File: config.mk
export PLATFORM = sky130hd
export DESIGN_NAME = instr_fetch_ctrl
export DESIGN_NICKNAME = d
export VERILOG_FILES = /design/src/rtl/vpu_fetch_pkg.sv /design/src/rtl/instr_predecode.sv /design/src/rtl/instr_fetch_ctrl.sv
export SDC_FILE = /design/constraint.sdc
export NUM_CORES = 1
export LEC_CHECK = 0
export ABC_AREA = 1
export BUFFER_PORTS_ARGS = -buffer_cell sky130_fd_sc_hd__buf_4
export CORE_MARGIN = 2
export CORE_UTILIZATION = 47
export CTS_CLUSTER_SIZE = 8
export DETAILED_ROUTE_END_ITERATION = 10
export PLACE_DENSITY_LB_ADDON = 0.08
export SYNTH_ARGS = -nofsm -noshare
export SYNTH_HDL_FRONTEND = slang
export SYNTH_SLANG_ARGS = --single-unit
File: constraint.sdc
create_clock -name clk -period 1.8 [get_ports clk]
set_input_delay 0.09 -clock clk [delete_from_list [all_inputs] [get_ports clk]]
set_output_delay 0.09 -clock clk [all_outputs]
set_load 0.1 [all_outputs]
File: src/rtl/vpu_fetch_pkg.sv
// vpu_fetch_pkg: shared types and constants for the instruction fetch sequencer.
// Build option: FETCH_BKPT_EN adds the PAUSE state used by the breakpoint logic.
package vpu_fetch_pkg;

    localparam int OPC_W = 4;

    localparam logic [OPC_W-1:0] OP_HALT = 4'hF;
    localparam logic [OPC_W-1:0] OP_JMP  = 4'hE;

`ifdef FETCH_BKPT_EN
    typedef enum logic [2:0] {
        ST_IDLE  = 3'd0,
        ST_ADDR  = 3'd1,
        ST_DATA  = 3'd2,
        ST_ISSUE = 3'd3,
        ST_PAUSE = 3'd4
    } fetch_state_t;
`else
    typedef enum logic [2:0] {
        ST_IDLE  = 3'd0,
        ST_ADDR  = 3'd1,
        ST_DATA  = 3'd2,
        ST_ISSUE = 3'd3
    } fetch_state_t;
`endif

endpackage

File: src/rtl/instr_predecode.sv
// instr_predecode: classifies a fetched word as HALT, JMP or a normal
// instruction and extracts the jump target. Purely combinational.
module instr_predecode
    import vpu_fetch_pkg::*;
#(
    parameter int INSTR_WIDTH = 32,
    parameter int AW          = 8
) (
    input  logic [INSTR_WIDTH-1:0] instr,
    output logic                   is_halt,
    output logic                   is_jmp,
    output logic [AW-1:0]          jmp_target
);

    logic [OPC_W-1:0] opcode_s;
    logic             unused_instr_s;

    assign opcode_s       = instr[INSTR_WIDTH-1 -: OPC_W];
    assign is_halt        = (opcode_s == OP_HALT);
    assign is_jmp         = (opcode_s == OP_JMP);
    assign jmp_target     = instr[AW-1:0];
    // Only the opcode and target fields matter here; the rest is payload.
    assign unused_instr_s = ^instr;

endmodule

File: src/rtl/instr_fetch_ctrl.sv
// instr_fetch_ctrl: program counter and fetch sequencer between the
// UART-loaded instruction memory and the vector decode stage. Issues one
// instruction at a time over valid/ready, consumes HALT and JMP itself,
// stops with a sticky error when the pc would run past the last address and
// holds off fetching while the loader owns the memory.
// Build option: define FETCH_BKPT_EN to add a single-address breakpoint
// (ports bkpt_en, bkpt_addr, bkpt_hit and the PAUSE state).
module instr_fetch_ctrl
    import vpu_fetch_pkg::*;
#(
    parameter int  INSTR_WIDTH = 32,
    parameter int  DEPTH       = 256,
    localparam int AW          = $clog2(DEPTH)
) (
    input  logic                   clk,
    input  logic                   rst,
    input  logic                   start,
    input  logic [AW-1:0]          start_addr,
    input  logic                   stop,
    input  logic                   load_busy,
    output logic [AW-1:0]          rd_addr,
    input  logic [INSTR_WIDTH-1:0] rd_data,
    output logic [INSTR_WIDTH-1:0] instr_out,
    output logic                   instr_valid,
    input  logic                   instr_ready,
    output logic [AW-1:0]          pc,
    output logic                   busy,
    output logic                   done,
    output logic                   err
`ifdef FETCH_BKPT_EN
    ,
    input  logic                   bkpt_en,
    input  logic [AW-1:0]          bkpt_addr,
    output logic                   bkpt_hit
`endif
);

    localparam logic [AW-1:0] PC_LAST = AW'(DEPTH - 1);
    localparam logic [AW-1:0] PC_ONE  = AW'(1);

    fetch_state_t           state_r;
    fetch_state_t           state_nxt_s;
    logic [AW-1:0]          rd_addr_r;
    logic [AW-1:0]          rd_addr_nxt_s;
    logic [AW-1:0]          pc_r;
    logic [AW-1:0]          pc_nxt_s;
    logic [INSTR_WIDTH-1:0] instr_out_r;
    logic [INSTR_WIDTH-1:0] instr_out_nxt_s;
    logic                   err_r;
    logic                   err_nxt_s;
    logic                   done_r;
    logic                   done_nxt_s;
    logic                   instr_valid_r;
    logic                   busy_r;
    logic                   is_halt_s;
    logic                   is_jmp_s;
    logic [AW-1:0]          jmp_target_s;
`ifdef FETCH_BKPT_EN
    logic                   bkpt_hit_r;
`endif

    instr_predecode #(
        .INSTR_WIDTH (INSTR_WIDTH),
        .AW          (AW)
    ) u_predecode (
        .instr      (rd_data),
        .is_halt    (is_halt_s),
        .is_jmp     (is_jmp_s),
        .jmp_target (jmp_target_s)
    );

    // Next-state and next-value logic for the fetch sequencer.
    always_comb begin
        state_nxt_s     = state_r;
        rd_addr_nxt_s   = rd_addr_r;
        pc_nxt_s        = pc_r;
        instr_out_nxt_s = instr_out_r;
        err_nxt_s       = err_r;
        done_nxt_s      = 1'b0;

        case (state_r)
            ST_IDLE: begin
                if (start && !load_busy && !stop) begin
                    rd_addr_nxt_s = start_addr;
                    pc_nxt_s      = start_addr;
                    err_nxt_s     = 1'b0;
                    state_nxt_s   = ST_ADDR;
                end else begin
                    state_nxt_s   = ST_IDLE;
                end
            end

            ST_ADDR: begin
                if (stop) begin
                    state_nxt_s = ST_IDLE;
                end else if (load_busy) begin
                    state_nxt_s = ST_ADDR;
                end else begin
                    state_nxt_s = ST_DATA;
                end
            end

            ST_DATA: begin
                if (stop) begin
                    state_nxt_s = ST_IDLE;
                end else if (load_busy) begin
                    // Word may be stale: re-read the same address later.
                    state_nxt_s = ST_ADDR;
                end else if (is_halt_s) begin
                    done_nxt_s  = 1'b1;
                    state_nxt_s = ST_IDLE;
                end else if (is_jmp_s) begin
                    rd_addr_nxt_s = jmp_target_s;
                    pc_nxt_s      = jmp_target_s;
                    state_nxt_s   = ST_ADDR;
`ifdef FETCH_BKPT_EN
                end else if (bkpt_en && (pc_r == bkpt_addr)) begin
                    instr_out_nxt_s = rd_data;
                    state_nxt_s     = ST_PAUSE;
`endif
                end else begin
                    instr_out_nxt_s = rd_data;
                    state_nxt_s     = ST_ISSUE;
                end
            end

            ST_ISSUE: begin
                if (instr_ready) begin
                    // Accepted even when stop arrives in the same cycle.
                    if (pc_r == PC_LAST) begin
                        err_nxt_s   = 1'b1;
                        state_nxt_s = ST_IDLE;
                    end else begin
                        pc_nxt_s      = pc_r + PC_ONE;
                        rd_addr_nxt_s = pc_r + PC_ONE;
                        state_nxt_s   = stop ? ST_IDLE : ST_ADDR;
                    end
                end else if (stop) begin
                    state_nxt_s = ST_IDLE;
                end else begin
                    state_nxt_s = ST_ISSUE;
                end
            end

`ifdef FETCH_BKPT_EN
            ST_PAUSE: begin
                // Resuming goes straight to ISSUE, so the paused word is
                // never fetched again and cannot re-trigger the breakpoint.
                if (stop) begin
                    state_nxt_s = ST_IDLE;
                end else if (start) begin
                    state_nxt_s = ST_ISSUE;
                end else begin
                    state_nxt_s = ST_PAUSE;
                end
            end
`endif

            default: begin
                state_nxt_s = ST_IDLE;
            end
        endcase
    end

    // State, datapath and registered status outputs.
    always_ff @(posedge clk or negedge rst) begin
        if (!rst) begin
            state_r       <= ST_IDLE;
            rd_addr_r     <= {AW{1'b0}};
            pc_r          <= {AW{1'b0}};
            instr_out_r   <= {INSTR_WIDTH{1'b0}};
            err_r         <= 1'b0;
            done_r        <= 1'b0;
            instr_valid_r <= 1'b0;
            busy_r        <= 1'b0;
`ifdef FETCH_BKPT_EN
            bkpt_hit_r    <= 1'b0;
`endif
        end else begin
            state_r       <= state_nxt_s;
            rd_addr_r     <= rd_addr_nxt_s;
            pc_r          <= pc_nxt_s;
            instr_out_r   <= instr_out_nxt_s;
            err_r         <= err_nxt_s;
            done_r        <= done_nxt_s;
            instr_valid_r <= (state_nxt_s == ST_ISSUE);
            busy_r        <= (state_nxt_s != ST_IDLE);
`ifdef FETCH_BKPT_EN
            bkpt_hit_r    <= (state_nxt_s == ST_PAUSE);
`endif
        end
    end

    assign rd_addr     = rd_addr_r;
    assign pc          = pc_r;
    assign instr_out   = instr_out_r;
    assign instr_valid = instr_valid_r;
    assign busy        = busy_r;
    assign done        = done_r;
    assign err         = err_r;
`ifdef FETCH_BKPT_EN
    assign bkpt_hit    = bkpt_hit_r;
`endif

endmodule

-- After elaboration in Yosys (flattened, before gate mapping)
Index checks and enable logic that the tools add are counted.
Widths: inputs -> output; s select.
- add/sub/neg operators: 1
- equality and inequality tests: 15
- mux-type cells: 28
- bitwise gates (word level): 4
- reductions and logical operators: 11
- operators by type and width (operator ; number):
    $mux 8 ; 7
    $pmux 8 s3 ; 1
    $ne 2x2->1 const B ; 8
    $mux 2 ; 7
    $pmux 3 s4 ; 1
    $mux 1 ; 10
    $eq 3x2->1 const B ; 3
    $add 8x1->8 const B ; 1
    $eq 4x4->1 const B ; 2
    $eq 8x8->1 const B ; 1
    $reduce_and 8->1 ; 1
    $reduce_bool 3->1 ; 2
    $reduce_and 5->1 ; 1
    $not 1->1 ; 4
    $reduce_and 4->1 ; 1
    $eq 3x1->1 const B ; 1
    $logic_not 3->1 ; 1
    $mux 3 ; 1
    $logic_and 1x1->1 ; 2
    $logic_not 1->1 ; 2
    $pmux 1 s2 ; 1
    $reduce_bool 2->1 ; 1
- register bits after elaboration: 47
- bits of input ports: 46
- output and inout port bits: 52
- word-level logic and storage cells: 66

-- Logic depth before layout (Yosys ltp)
- depth in word-level cells: 7
- gate-level depth with buffers: 9

-- Hierarchy
Synthesis repeated with hierarchy kept, for this count alone.
- cells, all modules: 301
- area total of the unflattened synthesis: 2378.5 um^2
- by module, submodules not included (module ; times used ; cells each ; area each (um^2)):
    instr_fetch_ctrl ; 1 ; 287 ; 2296.0
    instr_predecode ; 1 ; 14 ; 82.6

-- Least setup slack after synthesis
OpenSTA, ideal clock, no wires.
- kind: register to register
- start point: register pc_r[0] (netlist: pc[0])
- end point: register pc_r[5] (netlist: pc[5])
- arrival time: 2.121 ns
- required time: 1.732 ns
- setup slack: -0.389 ns
- cell stages (with the launch flop): 10
- period minus slack after synthesis: 2.189 ns
- path through: dfrtp_1 -> ha_1 -> nand2_1 -> nor2_1 -> nand3_1 -> nand2_1 -> nor2_4 -> nand2_2 -> nand2_1 -> nand2_1
- word-level cells in the longest chain between the ends: 4
- elaborated cells between the ends (all ways): 7
- RTL lines (item ; RTL line ; RTL):
    start: declaration ; instr_fetch_ctrl.sv:45 ; logic [AW-1:0] pc_r;
    start signal: assignment ; instr_fetch_ctrl.sv:170 ; pc_r <= {AW{1'b0}};
    start signal: assignment ; instr_fetch_ctrl.sv:182 ; pc_r <= pc_nxt_s;
    $add 8x1->8 ; instr_fetch_ctrl.sv:134 ; pc_nxt_s = pc_r + PC_ONE;
    $mux 8 ; instr_fetch_ctrl.sv:130 ; if (pc_r == PC_LAST) begin
    $mux 8 ; instr_fetch_ctrl.sv:128 ; if (instr_ready) begin
    $pmux 8 s3 ; instr_fetch_ctrl.sv:81 ; case (state_r)
Several ways; a longest one is shown, not always the timed one. The select of a mux whose other input is x is not followed.
A chain may end at the register's enable or synchronous reset.

-- Worst setup path after layout
- start point: register pc_r[0] (netlist: pc[0])
- end point: register pc_r[6] (netlist: pc[6])
Same word-level chain as after synthesis.

==> impl_metrics.yaml <==
status:
  outcome: "completed"
cts:
  cts_buffer_depth: 2
  cts_tree: "done"
  cts_root_buffer: "clkbuf_8"
  clk_latency_ps: 300
  cts_buffers: 5
  clkSlewWorstSetupHoldPaths_ps: 90
  htreeDepth: 2
  clock-sinks: 46
route:
  wire_per_inst_um: 13.09
  ant_nets: 0
  viasPerCell: 4.842
  drc: 0
  dr.pass1.iters: 4
  vias: 2266
  drtIter0Drc: 131
  drt-total-wl_mm: 6.124
placement:
  routabilityCongestion: 0.9429
  dp_hpwl_mm: 4.239
  pre_cts_slack_ps: 179.9
  io_buffers: 97
  dpl.cell_count: 437
sta:
  hold_viol: 0
  timing.slew.headroom_pct: 60.69
  period_minus_slack_ps: 1646
  rsz0062_at_grt: "no"
  maxSlewViolCount: 0
  min_period_over_period_pct: 91.43
  setup_violations: 0
  setup_slack_ps: 154.3
  clock.fmax_ghz: 0.6077
  skew_ps: 6.685
  finalSetupTns_ps: 0
  tightest_slew_ps: 589.7
global_route:
  grt_antenna_before_repair: 0
  grt_use_total_pct: 24.28
  grt.overflow.total: 0
  grt_pass1_wl_mm: 10.05
  grt_max_degree: 47
  grt_pass1_vias: 2137
setup_path:
  critPathCaptureType: "flop"
  cp.required_ps: 1990
  arrival_ps: 1840
  start_kind: "flop"
  worstSetupPathType: "reg -> reg"
  crit_fanout: 8
die:
  num_rows: 25
  io_pins: 98
  core_um2: 4661
  die_area_um2: 5364
  initial_core_util_pct: 48.35
  die_h_um: 73.24
  die_w_um: 73.24
flow_run:
  drv_cap: 0
synth:
  synthDistinctLibCells: 20
  yosysSeqAreaShare_pct: 51.08
  syn_nets: 343
  yosys_warnings: 0
  synth_area_leaders: "dfrtp_1 (51%), nand2_1 (25%), nand3_1 (5.3%), inv_1 (3.3%), o21ai_0 (2.9%)"
  synth_top_area_share_pct: 51.08
  synth_seq_cells: 46
  synthCells: 296
  avgSynthCellArea_um2: 7.613
  synthesis.area_um2: 2253
  synth_top_area_cell: "dfrtp_1"
layout:
  syn_to_final_growth_pct: 47.70
  fin_nets: 460
  layout_commonest_cell: "nand2_1"
  stdcell_count: 468
  layout.cells.most_common_list: "nand2_1 (148), buf_4 (102), dfrtp_1 (41)"
  n_antenna_cell: 0
  drive_gt1_share_pct: 29.95
  fill_cells: 402
hold_path:
  hold_path.class: "in -> reg"
[final timing paths]
kind | start | slack (ps) | end | cells past startpoint
max | pc[0] | 150 | pc[6] | 9
min | rd_data[20] | 5 | instr_out[20] | 3
max in group asynchronous | rst | 1010 | pc[1] | 2
max reg2reg | pc[0] | 150 | pc[6] | 9
min reg2reg | instr_out[24] | 480 | instr_out[24] | 2
min in group asynchronous | rst | 330 | instr_out[14] | 2
[per-stage QoR]
| step | utilization, % | hold slack, ps | area, um^2 |
|---|---|---|---|
| after detailed placement | 64.05 | 134.0 | 2985 |
| after global routing | 71.41 | 5.634 | 3328 |
| after floorplan | - | -205.6 | 2265 |
| after global placement | 64.05 | 133.2 | 2985 |
| final | 71.41 | 4.844 | 3328 |
| after CTS | 71.36 | 2.959 | 3326 |
[synthesized netlist by cell type, drive strengths merged]
| library cell | count |
|---|---|
| a31oi | 1 |
| buf | 14 |
| clkbuf | 1 |
| dfrtp | 46 |
| ha | 1 |
| inv | 23 |
| nand2 | 150 |
| nand3 | 24 |
| nor2 | 17 |
| nor3 | 1 |
| o211ai | 2 |
| o21a | 1 |
| o21ai | 13 |
| o21bai | 2 |
[worst max-delay path, stage by stage (launching register included)]
cell     delay, ps
dfrtp_4        520
ha_1           240
nand2_1        150
nor2_2          60
nand3_1        100
nand2_1         90
nor2_4         100
nand2_2        130
nand2_1        100
nand2_1         50
[registers in the layout, indices dropped and copies added, names as in the netlist]
register / count
instr_out: 32
instr_valid: 1
state_r: 2
done: 1
pc: 8
err: 1
busy: 1
[cells by family after synthesis]
kind of cell | Yosys count | share of synthesized area (%)
AND/OR/NAND/NOR | 192 | 34.70
buffers and inverters | 38 | 8.828
adder cells (fa/ha/maj) | 1 | 0.5552
AO/OA/AOI/OAI | 19 | 4.830
flip-flops | 46 | 51.08
[final cells by class]
type                    count  area, um^2  share of cell area (%)
flip-flops and latches     46        1162                   34.92
clock inverters             2       37.54                   1.128
repair buffers            125       996.0                   29.92
multi-input cells         212       905.9                   27.22
clock buffers               6       72.57                   2.180
well taps                  54       67.56                   2.030
inverters                  23       86.33                   2.594
[metal layers]
layer | vias up | wire length, um | global-route usage, %
met2 | 77 | 2915 | 39.24
met5 | - | 0 | 0
met3 | 10 | 318 | 3.177
met1 | 1042 | 2788 | 33.66
met4 | 0 | 102 | 8.230
li1 | 1137 | - | -
[what timing repair did]
action | 4_1_cts | 5_1_grt
setup buffers | 0 | 0
resized for setup | 0 | 1
setup endpoints to repair | 0 | 3
hold buffers | 23 | 0
endpoints found under the hold margin | 68 | 0
Power is left out: the tool's default activity adds up to more than one toggle a clock period on the data nets, which glitch-free logic cannot reach.
